[config.mk]
export PLATFORM = sky130hd
export DESIGN_NAME = piso_serializer
export DESIGN_NICKNAME = d
export VERILOG_FILES = /design/src/rtl/piso_serializer.sv
export SDC_FILE = /design/constraint.sdc
export NUM_CORES = 1
export LEC_CHECK = 0
export CORE_AREA = 2 2 39 41
export DETAILED_ROUTE_END_ITERATION = 8
export DIE_AREA = 0 0 41 43
export GPL_TIMING_DRIVEN = 0
export MAX_ROUTING_LAYER = met4
export PLACE_DENSITY = 0.67
export SLEW_MARGIN = 15
export SYNTH_ARGS = -nofsm -noshare
export SYNTH_HDL_FRONTEND = slang
export SYNTH_SLANG_ARGS = --single-unit
[constraint.sdc]
create_clock -name clk -period 2.3 [get_ports clk]
set_input_delay 0.345 -clock clk [delete_from_list [all_inputs] [get_ports clk]]
set_output_delay 0.345 -clock clk [all_outputs]
set_load 0.02 [all_outputs]
[src/rtl/piso_serializer.sv]
// Parallel-in, serial-out transmitter with valid/ready word intake and a last-bit marker.
// Optional even-parity bit per frame when PISO_PARITY_EN is defined.
module piso_serializer #(
    parameter int WIDTH     = 4,
    parameter bit MSB_FIRST = 1'b1
) (
    input  logic             clk,
    input  logic             rst,
    input  logic [WIDTH-1:0] din,
    input  logic             din_valid,
    output logic             din_ready,
    output logic             sout,
    output logic             sout_valid,
    output logic             last,
    output logic             busy
);

`ifdef PISO_PARITY_EN
    localparam int FLEN = WIDTH + 1;
`else
    localparam int FLEN = WIDTH;
`endif
    localparam int CW = $clog2(WIDTH + 2);
    localparam logic [CW-1:0] CNT_ZERO  = CW'(0);
    localparam logic [CW-1:0] CNT_ONE   = CW'(1);
    localparam logic [CW-1:0] CNT_FLEN  = CW'(FLEN);

    typedef enum logic {
        IDLE  = 1'b0,
        SHIFT = 1'b1
    } state_t;

    state_t           state_r;
    state_t           state_nxt_s;
    logic [CW-1:0]    cnt_r;
    logic [CW-1:0]    cnt_nxt_s;
    logic [WIDTH-1:0] shreg_r;
    logic [WIDTH-1:0] shreg_nxt_s;
    logic             sout_r;
    logic             sout_nxt_s;
    logic             sout_valid_r;
    logic             sout_valid_nxt_s;
    logic             last_r;
    logic             last_nxt_s;
    logic             din_ready_s;
    logic             handshake_s;
`ifdef PISO_PARITY_EN
    localparam logic [CW-1:0] CNT_WIDTH = CW'(WIDTH);
    logic             par_r;
    logic             par_nxt_s;
`endif

    function automatic logic first_bit(input logic [WIDTH-1:0] w);
        if (MSB_FIRST) begin
            return w[WIDTH-1];
        end else begin
            return w[0];
        end
    endfunction

    // Moves the next bit to send into the position first_bit() reads.
    function automatic logic [WIDTH-1:0] shift_word(input logic [WIDTH-1:0] w);
        if (MSB_FIRST) begin
            return {w[WIDTH-2:0], 1'b0};
        end else begin
            return {1'b0, w[WIDTH-1:1]};
        end
    endfunction

`ifdef PISO_PARITY_EN
    function automatic logic even_parity(input logic [WIDTH-1:0] w);
        return ^w;
    endfunction
`endif

    assign din_ready_s = (state_r == IDLE) | ((state_r == SHIFT) & last_r);
    assign handshake_s = din_valid & din_ready_s;

    // State register.
    always_ff @(posedge clk) begin
        if (rst) begin
            state_r <= IDLE;
        end else begin
            state_r <= state_nxt_s;
        end
    end

    // Next-state logic: a word accepted on the last bit keeps us in SHIFT with no gap.
    always_comb begin
        state_nxt_s = state_r;
        case (state_r)
            IDLE: begin
                if (handshake_s) begin
                    state_nxt_s = SHIFT;
                end else begin
                    state_nxt_s = IDLE;
                end
            end
            SHIFT: begin
                if (last_r && !handshake_s) begin
                    state_nxt_s = IDLE;
                end else begin
                    state_nxt_s = SHIFT;
                end
            end
            default: begin
                state_nxt_s = IDLE;
            end
        endcase
    end

    // Output/datapath next values; the counter holds the 1-based index of the bit on sout.
    always_comb begin
        cnt_nxt_s        = CNT_ZERO;
        shreg_nxt_s      = shreg_r;
        sout_nxt_s       = 1'b0;
        sout_valid_nxt_s = 1'b0;
        last_nxt_s       = 1'b0;
`ifdef PISO_PARITY_EN
        par_nxt_s        = par_r;
`endif
        if (handshake_s) begin
            cnt_nxt_s        = CNT_ONE;
            shreg_nxt_s      = shift_word(din);
            sout_nxt_s       = first_bit(din);
            sout_valid_nxt_s = 1'b1;
            last_nxt_s       = (CNT_ONE == CNT_FLEN);
`ifdef PISO_PARITY_EN
            par_nxt_s        = even_parity(din);
`endif
        end else if ((state_r == SHIFT) && !last_r) begin
            cnt_nxt_s        = cnt_r + CNT_ONE;
            sout_valid_nxt_s = 1'b1;
            last_nxt_s       = ((cnt_r + CNT_ONE) == CNT_FLEN);
`ifdef PISO_PARITY_EN
            if (cnt_r < CNT_WIDTH) begin
                sout_nxt_s  = first_bit(shreg_r);
                shreg_nxt_s = shift_word(shreg_r);
            end else begin
                sout_nxt_s  = par_r;
            end
`else
            sout_nxt_s       = first_bit(shreg_r);
            shreg_nxt_s      = shift_word(shreg_r);
`endif
        end else begin
            shreg_nxt_s      = shreg_r;
        end
    end

    // Datapath and registered outputs.
    always_ff @(posedge clk) begin
        if (rst) begin
            cnt_r        <= CNT_ZERO;
            shreg_r      <= {WIDTH{1'b0}};
            sout_r       <= 1'b0;
            sout_valid_r <= 1'b0;
            last_r       <= 1'b0;
`ifdef PISO_PARITY_EN
            par_r        <= 1'b0;
`endif
        end else begin
            cnt_r        <= cnt_nxt_s;
            shreg_r      <= shreg_nxt_s;
            sout_r       <= sout_nxt_s;
            sout_valid_r <= sout_valid_nxt_s;
            last_r       <= last_nxt_s;
`ifdef PISO_PARITY_EN
            par_r        <= par_nxt_s;
`endif
        end
    end

    assign din_ready  = din_ready_s;
    assign sout       = sout_r;
    assign sout_valid = sout_valid_r;
    assign last       = last_r;
    assign busy       = sout_valid_r;

endmodule

### Yosys cells after proc, flatten, opt, wreduce, memory -nomap -nowiden

Index checks and enable logic that the tools add are counted.

| word-level totals | value |
|---|---|
| latch bits | 0 |
| input bits | 7 |
| memories | 0 |
| bits in registers | 10 |
| RAM bits | 0 |
| ROM bits | 0 |
| logic and storage cells | 31 |

| operators by class | value |
|---|---|
| equal/unequal tests | 1 |
| multiply operators | 0 |
| multiplexer cells | 11 |
| bitwise gates (word level) | 5 |
| $add $sub $neg | 1 |
| $lt $le $gt $ge | 0 |
| shift operators | 0 |
| reduce and logical (&&, ||, !) cells | 6 |
| divide/modulo/power cells | 0 |

Operators with widths:

| operator | number |
|---|---|
| 1-bit 2-to-1 mux | 8 |
| 4-bit 2-to-1 mux | 2 |
| 3-bit by 1-bit adder with 3-bit output (second input constant) | 1 |
| 3-bit equality test (second input constant) | 1 |
| 3-bit OR reduction | 1 |
| 1-bit AND | 2 |
| 1-bit logical AND | 2 |
| 1-bit zero test | 2 |
| 1-bit inverter | 2 |
| 1-bit case mux with 2 select lines | 1 |
| 2-bit nonzero test | 1 |
| 1-bit OR | 1 |

### Longest topological paths before layout

| logic depth | value |
|---|---|
| word-level depth | 7 |
| depth in mapped cells | 4 |
| mapped depth without buffers | 4 |

### Least setup slack after synthesis

No wires, ideal clock.

| timing path | value |
|---|---|
| kind | register -> register |
| start point | register cnt_r[0] |
| end point | register last_r, in the netlist last |
| setup time | 115 ps |
| buffers on the path | 0 |
| stages on the path, launching flop included | 5 |
| slack | 1256 ps |
| data arrival time | 929 ps |
| clock period less this slack | 1044 ps |
| cells stage by stage | dfxtp_1 ha_1 xnor2_1 nor3_4 and2_1 |

| on the way | value |
|---|---|
| word-level cells in the longest chain between the ends | 2 |

RTL lines:

| what | line | source |
|---|---|---|
| from (decl) | 35 | `logic [CW-1:0] cnt_r;` |
| from (signal assigned) | 163 | `cnt_r <= cnt_nxt_s;` |
| 3-bit by 1-bit adder with 3-bit output | 134 | `last_nxt_s = ((cnt_r + CNT_ONE) == CNT_FLEN);` |
| 3-bit equality test | 134 |  |
| to (signal assigned) | 167 | `last_r <= last_nxt_s;` |
| to (decl) | 43 | `logic last_r;` |

Every way passes these cells.
A chain may end at the register's enable or synchronous reset.

### Worst setup path in the final report

| timing path | value |
|---|---|
| start point | register state_r |
| end point | output port din_ready |

| on the way | value |
|---|---|
| word-level cells in the longest chain between the ends | 2 |
| elaborated cells on any way between the ends | 3 |
| classes of those cells | bitwise: 3 |

RTL lines:

| what | line | source |
|---|---|---|
| from (decl) | 33 | `state_t state_r;` |
| from (signal assigned) | 84 | `state_r <= state_nxt_s;` |
| 1-bit AND / 1-bit inverter (equally long branches) | - |  |
| 1-bit OR (*) | 76 | `assign din_ready_s = (state_r == IDLE) \| ((state_r == SHIFT) & last_r);` |
| to (decl) | 11 | `output logic din_ready,` |

Mark *: on every way between the ends. The rest lies on a longest branch, timed or not.

==> impl_results.md <==
- DIE AREA: 1760 um2
- Status: finished, final reports clean
- Count of mapped cells out of synthesis: 36
- Maximum Capacitance Violations: 0
- Distinct cell type count after synthesis: 18
- Number of buffers created by CTS: 3
- RSZ-0062 raised after global routing: false
- PostCTS Resize Cnt: 0
- Post-Syn Area per Cell: about 11 um2
- Classification of the worst setup path: reg2out
- Initial antenna violation count: 0
- Largest net degree at the start of global routing: 10
- Crit path largest cell delay: 0.61 ns
- Worst ir drop on vdd: 0.245 mV
- Final Skew: 0.00152 ns
- Final routed wire length divided by cell count: 9.18 um
- Diode insertion count for antenna repair: 0
- Register-to-Register Path Depth: 4
- Worst hold path stage count: 2
- Fraction of final layout cells with drive strength greater than 1: 20.4%
- Nets@finish: 59
- Area share of the leading cell type in the synthesized netlist: 51.1%
- Placeable core area: between 1000 and 1500 um2
- # DRC: 0
- Critical path data arrival time: ~1.4 ns
- Residual antenna-violating net count after detailed routing: 0
- Crit Path Max Fanout: 8
- Static leakage: 0.228 nW
- Worst min-delay path startpoint: rst
- Cell area after synthesis: 392 um2
- Global-route wire length before repair: 1000 um
- Clock-pin slew of the registers on the worst-case setup and hold paths: 0.06 ns
- Die Y: 43 um
- Number of warnings printed during yosys synthesis: 0
- Count of final setup violators: 0
- Register area share after synthesis: between 50% and 60%
- Syn Nets: 45
- Hold Path Class: in2reg
- CTS H-tree depth: 1
- Power density of the placed cells: 720 nW/um2
- X dimension of the die: between 40 and 50 um
- Post-CTS Hold Buffers: 0
- Cell with the biggest individual delay on the critical path: sky130_fd_sc_hd__clkdlybuf4s50_1
- Total length of routed wires: a little under 600 um
- Area Overhead vs Synth: 37.4%
- Vias in the first global route: 251
- Required time reported for the critical path endpoint: 1.96 ns
- Number of inserted filler cells in the final layout: 151
- Relative max-transition margin: a little over four fifths
- TritonCTS clock tree: done
- Most frequent cells in the layout: sky130_fd_sc_hd__dfxtp_1 (10), sky130_fd_sc_hd__clkdlybuf4s50_1 (9), sky130_fd_sc_hd__nor2_1 (5)
- Flip-flop and latch area: 200 um2
- DR vias: 272
- Reg-to-reg slack, setup: around 1.2 ns
- Number of endpoints with negative hold slack in the final report: 0
- Slew at the pin with the worst max-slew slack: between 0.2 and 0.25 ns
- Number of slew-limit violations in the final report: 0
- Most common cell after layout, fill and taps aside: sky130_fd_sc_hd__dfxtp_1
- Top-Level Pins: 12
- Area of the multi-input gates: 168 um2
- Insertion delay of the later-clocked pin in the worst-skew pair: approximately 0.25 ns
- Violation count after the first detailed-routing iteration: 0
- Number of rows created at floorplan: 14
- Number of storage elements in the synthesis netlist: 10
- FF-to-FF Start: cnt_r[0]$_SDFF_PP0_
- Maximum operating frequency: 569 MHz
- Endpoint of the lowest-slack register-to-register path: last$_SDFF_PP0_
- Buffer depth of the longest clock path: 2
- Crit path capture type: output port
- Post-CTS setup repair buffer count: 0
- Cell taking the most area after synthesis: sky130_fd_sc_hd__dfxtp_1
- Effective utilization at floorplan: 28.3%
- Count of port buffers added during placement: 9
- Final period util: 76.4%
- Hold Worst Slack: 0.403 ns
- DR vias/cell: 4.18
- Largest cells by area after synthesis: sky130_fd_sc_hd__dfxtp_1 (51%), sky130_fd_sc_hd__mux2i_1 (7.7%), sky130_fd_sc_hd__ha_1 (6.4%)
- Pre-Repair DR Iteration Count: 1
- Clock sinks: 10
- Clock Tree Root: sky130_fd_sc_hd__clkbuf_4
- Critical Path, Cell by Cell: nor2b_4 > inv_4 > clkdlybuf4s50_1
- Post-layout min period: 1.76 ns
- Remaining Overflow, GRT: 0
- Startpoint class of the critical path: flop
- Routability cong.: 0.661
- Worst Hold Endpoint: cnt_r[2]$_SDFF_PP0_
- Placed wire-length estimate: 466 um
- Total negative slack: 0 ns
- GRT Overall Usage: 9.10%
## area by class of cell
| class | count | share of cell area [%] |
|---|---|---|
| Inverter | 1 | 1.16 |
| Sequential cell | 10 | 37.2 |
| Tap cell | 16 | 3.72 |
| Buffer | 3 | 3.26 |
| Clock buffer | 4 | 6.74 |
| Timing Repair Buffer | 9 | 16.7 |
| Multi-Input combinational cell | 22 | 31.2 |
## per-stage QoR
| step | util [%] | std cells | setup WS (ns) | area [um2] | power, W |
|---|---|---|---|---|---|
| 2_1_floorplan | - | 36 | 1.26 | 392 | 0.000221 |
| 3_3_place_gp | 36.3 | 61 | 0.810 | 502 | 0.000241 |
| 3_5_place_dp | 36.3 | 61 | 0.809 | 502 | 0.000242 |
| 4_1_cts | 38.9 | 65 | 0.518 | 538 | 0.000395 |
| 5_1_grt | 38.9 | 65 | 0.471 | 538 | 0.000411 |
| 6_report | 38.9 | 65 | 0.542 | 538 | 0.000387 |
## Yosys cell counts, drive strengths merged
cell / n
mux2i: 3
nor2b: 1
inv: 1
and2: 1
a211oi: 3
nand3: 1
nor3b: 1
nor2: 5
a21oi: 1
nor3: 2
dfxtp: 10
ha: 2
xnor2: 1
buf: 2
nand2: 1
clkbuf: 1
## power by group
| group | internal (W) | total [W] | switching, W |
|---|---|---|---|
| combinational | 0.0000263 | 0.0000502 | 0.0000239 |
| clock | 0.0000958 | 0.000150 | 0.0000540 |
| sequential | 0.000183 | 0.000187 | 0.00000465 |
## flip-flops by register name, summed over array words and instances (netlist names)
| name | cells |
|---|---|
| busy | 1 |
| state_r | 1 |
| cnt_r | 3 |
| last | 1 |
| shreg_r | 3 |
| sout | 1 |
## worst max-delay path, delay by kind of cell (launching register included)
family,cells,cell delay [ns]
simple gates,1,0.14
buf+inv,2,0.71
flops,1,0.30
## worst max path at each step
stage | startpoint | cells past startpoint | endpoint | slack (ns)
3_3_place_gp | last$_SDFF_PP0_ | 3 | din_ready | 0.81
6_report | state_r$_SDFF_PP0_ | 3 | din_ready | 0.54
4_1_cts | state_r$_SDFF_PP0_ | 3 | din_ready | 0.52
3_5_place_dp | state_r$_SDFF_PP0_ | 3 | din_ready | 0.81
2_1_floorplan | cnt_r[0]$_SDFF_PP0_ | 4 | last$_SDFF_PP0_ | 1.26
5_1_grt | last$_SDFF_PP0_ | 3 | din_ready | 0.47
## kinds of logic after synthesis
family | after synthesis | share of synthesized area [%]
mux | 3 | 7.67
fa+ha+maj | 2 | 6.39
simple gates | 12 | 19.5
buf+inv | 4 | 6.07
flops | 10 | 51.1
xor+xnor | 1 | 2.24
compound gates | 4 | 7.03
## per-layer routing
layer	global-route usage (%)	share of wire [%]	wire (um)
met1	10.8	46	277
met2	11.6	44	265
met3	1.57	5.9	35
met4	10.0	3.2	19
met5	-	0	0
Note: power is estimated with default switching activity, not from simulation.
